$ cat src/rtl/req_ack_pkg.sv
// Shared definitions for the 4-phase req/ack bundled-data CDC link (tx and rx sides).
package req_ack_pkg;

    localparam int SYNC_STAGES_DEF = 2;

    typedef enum logic {
        RX_IDLE,
        RX_ACKD
    } rx_state_e;

endpackage

$ cat src/rtl/cdc_sync_bit.sv
// Multi-flop level synchronizer for a single control bit; STAGES clk edges of latency.
module cdc_sync_bit #(
    parameter int STAGES = 2
) (
    input  logic clk,
    input  logic rst,
    input  logic d,
    output logic q
);

    logic [STAGES-1:0] sync_q;

    always_ff @(posedge clk) begin
        if (rst) begin
            sync_q <= '0;
        end else begin
            sync_q <= {sync_q[STAGES-2:0], d};
        end
    end

    assign q = sync_q[STAGES-1];

endmodule

$ cat src/rtl/req_ack_4ph_rx.sv
// Receive side of the 4-phase req/ack CDC link: captures din once per req phase into a small FIFO.
// req->ack = SYNC_STAGES+1 edges, capture->val one edge later; ack withheld while the FIFO is full.
module req_ack_4ph_rx
    import req_ack_pkg::*;
#(
    parameter int DW          = 8,
    parameter int DEPTH       = 2,
    parameter int SYNC_STAGES = SYNC_STAGES_DEF
) (
    input  logic          clk_rx,
    input  logic          rst,
    input  logic          req,
    input  logic [DW-1:0] din,
    output logic          ack,
    output logic          val,
    input  logic          rdy,
    output logic [DW-1:0] dout,
    output logic          full
);

    localparam int CW = $clog2(DEPTH + 1);
    localparam int PW = (DEPTH > 1) ? $clog2(DEPTH) : 1;
    localparam logic [CW-1:0] DEPTH_C  = CW'(DEPTH);
    localparam logic [PW-1:0] LAST_PTR = PW'(DEPTH - 1);

    logic            req_s;
    rx_state_e       state_q, state_d;
    logic            ack_q, ack_d;
    logic            cap_en;
    logic            wr_pend_q;
    logic [DW-1:0]   wr_dat_q;
    logic [DW-1:0]   mem [DEPTH];
    logic [PW-1:0]   wr_ptr_q, rd_ptr_q;
    logic [CW-1:0]   count_q, count_d;
    logic            val_q, full_q;
    logic            push, pop;

    function automatic logic [PW-1:0] ptr_inc(input logic [PW-1:0] p);
        return (p == LAST_PTR) ? '0 : p + PW'(1);
    endfunction

    cdc_sync_bit #(
        .STAGES (SYNC_STAGES)
    ) u_req_sync (
        .clk (clk_rx),
        .rst (rst),
        .d   (req),
        .q   (req_s)
    );

    // Capture is gated by the registered full flag only, so a pop on the
    // same edge does not make room for this edge's capture.
    always_comb begin
        state_d = state_q;
        ack_d   = ack_q;
        cap_en  = 1'b0;
        case (state_q)
            RX_IDLE: begin
                if (req_s && !full_q) begin
                    cap_en  = 1'b1;
                    ack_d   = 1'b1;
                    state_d = RX_ACKD;
                end
            end
            RX_ACKD: begin
                if (!req_s) begin
                    ack_d   = 1'b0;
                    state_d = RX_IDLE;
                end
            end
            default: begin
                ack_d   = 1'b0;
                state_d = RX_IDLE;
            end
        endcase
    end

    always_ff @(posedge clk_rx) begin
        if (rst) begin
            state_q   <= RX_IDLE;
            ack_q     <= 1'b0;
            wr_pend_q <= 1'b0;
        end else begin
            state_q   <= state_d;
            ack_q     <= ack_d;
            wr_pend_q <= cap_en;
        end
    end

    // din is only looked at on the capture edge, when req_s guarantees it is settled.
    always_ff @(posedge clk_rx) begin
        if (cap_en) begin
            wr_dat_q <= din;
        end
    end

    assign push = wr_pend_q;
    assign pop  = val_q && rdy;

    always_comb begin
        count_d = count_q;
        case ({push, pop})
            2'b10:   count_d = count_q + CW'(1);
            2'b01:   count_d = count_q - CW'(1);
            default: count_d = count_q;
        endcase
    end

    always_ff @(posedge clk_rx) begin
        if (rst) begin
            wr_ptr_q <= '0;
            rd_ptr_q <= '0;
            count_q  <= '0;
            val_q    <= 1'b0;
            full_q   <= 1'b0;
        end else begin
            if (push) begin
                wr_ptr_q <= ptr_inc(wr_ptr_q);
            end
            if (pop) begin
                rd_ptr_q <= ptr_inc(rd_ptr_q);
            end
            count_q <= count_d;
            val_q   <= (count_d != '0);
            full_q  <= (count_d == DEPTH_C);
        end
    end

    always_ff @(posedge clk_rx) begin
        if (push) begin
            mem[wr_ptr_q] <= wr_dat_q;
        end
    end

    assign ack  = ack_q;
    assign val  = val_q;
    assign full = full_q;
    assign dout = mem[rd_ptr_q];

endmodule

$ cat config.mk
export PLATFORM = sky130hd
export DESIGN_NAME = req_ack_4ph_rx
export DESIGN_NICKNAME = d
export VERILOG_FILES = /design/src/rtl/req_ack_pkg.sv /design/src/rtl/cdc_sync_bit.sv /design/src/rtl/req_ack_4ph_rx.sv
export SDC_FILE = /design/constraint.sdc
export NUM_CORES = 1
export LEC_CHECK = 0
export BUFFER_PORTS_ARGS = -buffer_cell sky130_fd_sc_hd__buf_2
export CAP_MARGIN = 20
export CORE_ASPECT_RATIO = 1.4
export CORE_MARGIN = 5
export CORE_UTILIZATION = 56
export CTS_CLUSTER_SIZE = 8
export DETAILED_ROUTE_END_ITERATION = 8
export GPL_TIMING_DRIVEN = 1
export PLACE_DENSITY_LB_ADDON = 0.15
export SETUP_SLACK_MARGIN = 0.02
export SLEW_MARGIN = 20
export SYNTH_ARGS = -nofsm -noshare
export SYNTH_HDL_FRONTEND = slang
export SYNTH_SLANG_ARGS = --single-unit
$ cat constraint.sdc
create_clock -name clk_rx -period 2 [get_ports clk_rx]
set_input_delay 0.4 -clock clk_rx [delete_from_list [all_inputs] [get_ports clk_rx]]
set_output_delay 0.4 -clock clk_rx [all_outputs]
set_load 0.01 [all_outputs]
==> impl_summary.txt <==
----------------------------------------------------
[Clock network]
  Resize count post-CTS ... 0
  CTS H-Tree Depth ... 2
  Number of clock buffers inserted by TritonCTS ... 5
  Deepest clock path buffer count ... 2
  Insertion delay of the later-clocked pin in the worst-skew pair ... 0.32 ns
  Cell at the root of the clock tree ... sky130_fd_sc_hd__clkbuf_4
  Clock Sink Count ... 36
  Number of buffers inserted by hold repair at cts ... 0
  Clock Pin Slew Worst Setup and Hold Paths ... 0.10 ns
  Buffers inserted during post-CTS setup optimization ... 0
  Clock tree from TritonCTS ... yes

[Global route]
  Global-route track usage on met3 ... 0.04515
  Number of global-route vias before repair ... 710
  Layer with the highest usage ... met2
  Number of antenna violations at the first check in global routing ... 0
  Met1 global-route usage ... 0.1280
  GR Layer Usage met2 ... 0.2166
  Overall overflow remaining after global route ... 0
  Total GRT Usage ... 0.1237
  Largest net degree at the start of global routing ... 13
  Global-route wire length before repair ... 3036 um

[Final layout]
  Most frequent cells in the layout ... 24 x sky130_fd_sc_hd__edfxtp_1, 22 x sky130_fd_sc_hd__buf_2, 12 x sky130_fd_sc_hd__dfxtp_1
  Number of diodes ... 0
  Most common cell after layout, fill and taps aside ... sky130_fd_sc_hd__edfxtp_1
  Post-layout nets ... 120
  Final cell count without fillers ... 130
  Area growth syn-to-layout ... 14.79%
  Share of final-layout standard cells stronger than drive strength 1 ... 0.3333

[Critical path]
  Cell with the largest stage delay on the worst path ... sky130_fd_sc_hd__dfxtp_1
  Endpoint kind of the worst setup timing path ... output port
  Top Family by Delay on Critical Path ... flip-flops
  Flop-to-flop setup slack ... 0.60 ns
  Worst r2r path cells ... 4
  Endpoint arrival time on the critical path ... 1.36 ns
  Sort of element at the start of the critical path ... register
  Number of cells on the critical path ... 2
  Maximum fanout encountered on the critical timing path ... 8
  Capture point of the critical path ... dout[6]
  List of cells traversed by the critical path ... mux2_2 > buf_2
  Category of the critical setup timing path ... reg2out
  Required time at the worst-slack endpoint ... 1.60 ns
  Endpoint of the worst-slack reg-to-reg timing path ... val
  CP peak stage delay ... 0.53 ns
  Bufs and invs on worst path ... 1
  RR Startpoint ... val

[Floorplanning]
  Total number of placement rows ... 20
  Die height ... 65.96 um
  DIE AREA ... 3296 sq um
  Area of the core ... 2152 sq um
  Horiz. Die Dim ... 49.97 um
  Starting utilization of the core area ... 0.5820
  Num ports ... 23

[Routing]
  Initial detailed-routing violation count ... 10
  Final routed wire length divided by cell count ... 13.56 um
  Detailed Route WL ... 1763 um
  Number of DRC violations after detailed routing ... 0
  Via density per instance ... 5.185
  Drt pass-1 iters ... 2
  Number of vias after detailed routing ... 674
  Antenna-violating nets left ... 0

[Pwr]
  Cell area power density ... 859.7 nW/um^2
  PnR Total Power ... 1236 uW
  Reported leakage power ... 0.0005295 uW
  Max IR drop VDD ... 610.7 uV

[Worst hold path]
  Min-delay worst type ... in2reg

[Timing]
  Relative slew margins ... 0.7501
  Share of the clock period used by the worst path ... 0.8807
  Setup repair after global routing missed its margin ... false
  Max-slew violations ... 0
  Number of endpoints with negative hold slack in the final report ... 0
  Final worst clock skew ... 0.006818 ns
  Setup tns final ... 0 ns
  Achievable Freq ... 567.7 MHz
  Slew @ Worst Pin ... 0.3749 ns
  Final setup slack of the worst path ... 0.2385 ns
  Final setup violating endpoints ... 0
  Final Hold Slack ... 0.2485 ns
  Period minus WS final ... 1.761 ns

[Placement]
  Worst Setup Slack post-DPL ... 0.4206 ns
  Weighted congestion at the end of routability-driven global placement ... 0.6994
  Quantity of I/O buffers inserted on ports ... 22
  Total half-perimeter wirelength after legalization and detailed placement ... 1337 um
  # placed instances ... 122

[Logic synthesis]
  Synth unique cells ... 19
  Yosys warning count ... 0
  Post-Synthesis Net Count ... 92
  Average size of a mapped cell ... 15.85 sq um
  Post-synthesis instance area ... 1252 sq um
  Sequential-to-total area share from yosys stat ... 0.7672
  Post-synthesis sequential element count ... 36
  Post-synthesis instance total ... 79

[Outcome]
  Status ... complete, no violations

[Flow run]
  Count of maximum capacitance violations ... 0

----------------------------------------------------
## worst min path at each step
| stage | startpoint | to | slack [ns] | depth (start not counted) |
|---|---|---|---|---|
| detailed placement | u_req_sync.sync_q[0] | u_req_sync.sync_q[1] | 0.43 | 1 |
| finish | din[0] | wr_dat_q[0] | 0.25 | 1 |
| global route | din[0] | wr_dat_q[0] | 0.22 | 1 |
| floorplan | u_req_sync.sync_q[0] | u_req_sync.sync_q[1] | 0.41 | 1 |
| global placement | wr_dat_q[6] | mem[0][6] | 0.42 | 0 |
| CTS | din[0] | wr_dat_q[0] | 0.24 | 1 |
## final cells by class
| cell class | instances | area, sq um |
|---|---|---|
| inverter | 5 | 18.77 |
| timing repair buffer | 23 | 117.6 |
| fill | 173 | 714.4 |
| clock buffer | 7 | 45.04 |
| sequential | 36 | 960.9 |
| multi-input combinational | 36 | 264.0 |
| clock inverter | 1 | 3.754 |
| tap | 22 | 27.53 |
## power by group
group	leakage, uW	total (uW)	internal [uW]	switching, uW
Combinational	0.000187	78.2	40.7	37.5
Clock	0.0000269	332	135	197
Sequential	0.000316	825	812	13.6
## state kept, by name, indices dropped and copies added (netlist names), 2 cells and up, named ones only
signal / cells
mem: 16
wr_dat_q: 8
u_req_sync.sync_q: 2
count_q: 2
## stage by stage
stage               instance area (sq um)    util
floorplan                            1252       -
global placement                     1389  0.6453
detailed placement                   1389  0.6453
CTS                                  1438  0.6680
global route                         1438  0.6680
finish                               1438  0.6680
## Yosys cell counts, drive strengths merged
library cell  count  area, sq um
edfxtp           24        720.7
dfxtp            12        240.2
mux2              8        90.09
nor2              7        26.28
inv               5        18.77
xnor2             4        35.03
nor2b             3        18.77
a21oi             2        10.01
and2              2        12.51
o21ai             2        10.01
or3               2        12.51
a211oi            1        7.510
a221oi            1        8.760
a22oi             1        7.510
and2b             1        7.510
buf               1        5.000
clkbuf            1        3.750
ha                1        12.51
nor3              1        5.000
## layer usage
layer / wire, um / up-vias
li1: - / 336
met1: 616 / 318
met2: 990 / 17
met3: 134 / 3
met4: 21 / 0
met5: 0 / -
## logic make-up after synthesis
| logic type | count (synthesis) | synth area share |
|---|---|---|
| adders and majority gates | 1 | 0.009988 |
| DFF | 36 | 0.7672 |
| buffers and inverters | 7 | 0.02197 |
| AOI/OAI and AO/OA | 7 | 0.03497 |
| muxes | 8 | 0.07193 |
| xor gates and xnor gates | 4 | 0.02797 |
| and+or+nand+nor | 16 | 0.06593 |
Power figures use the tool's default switching activity.
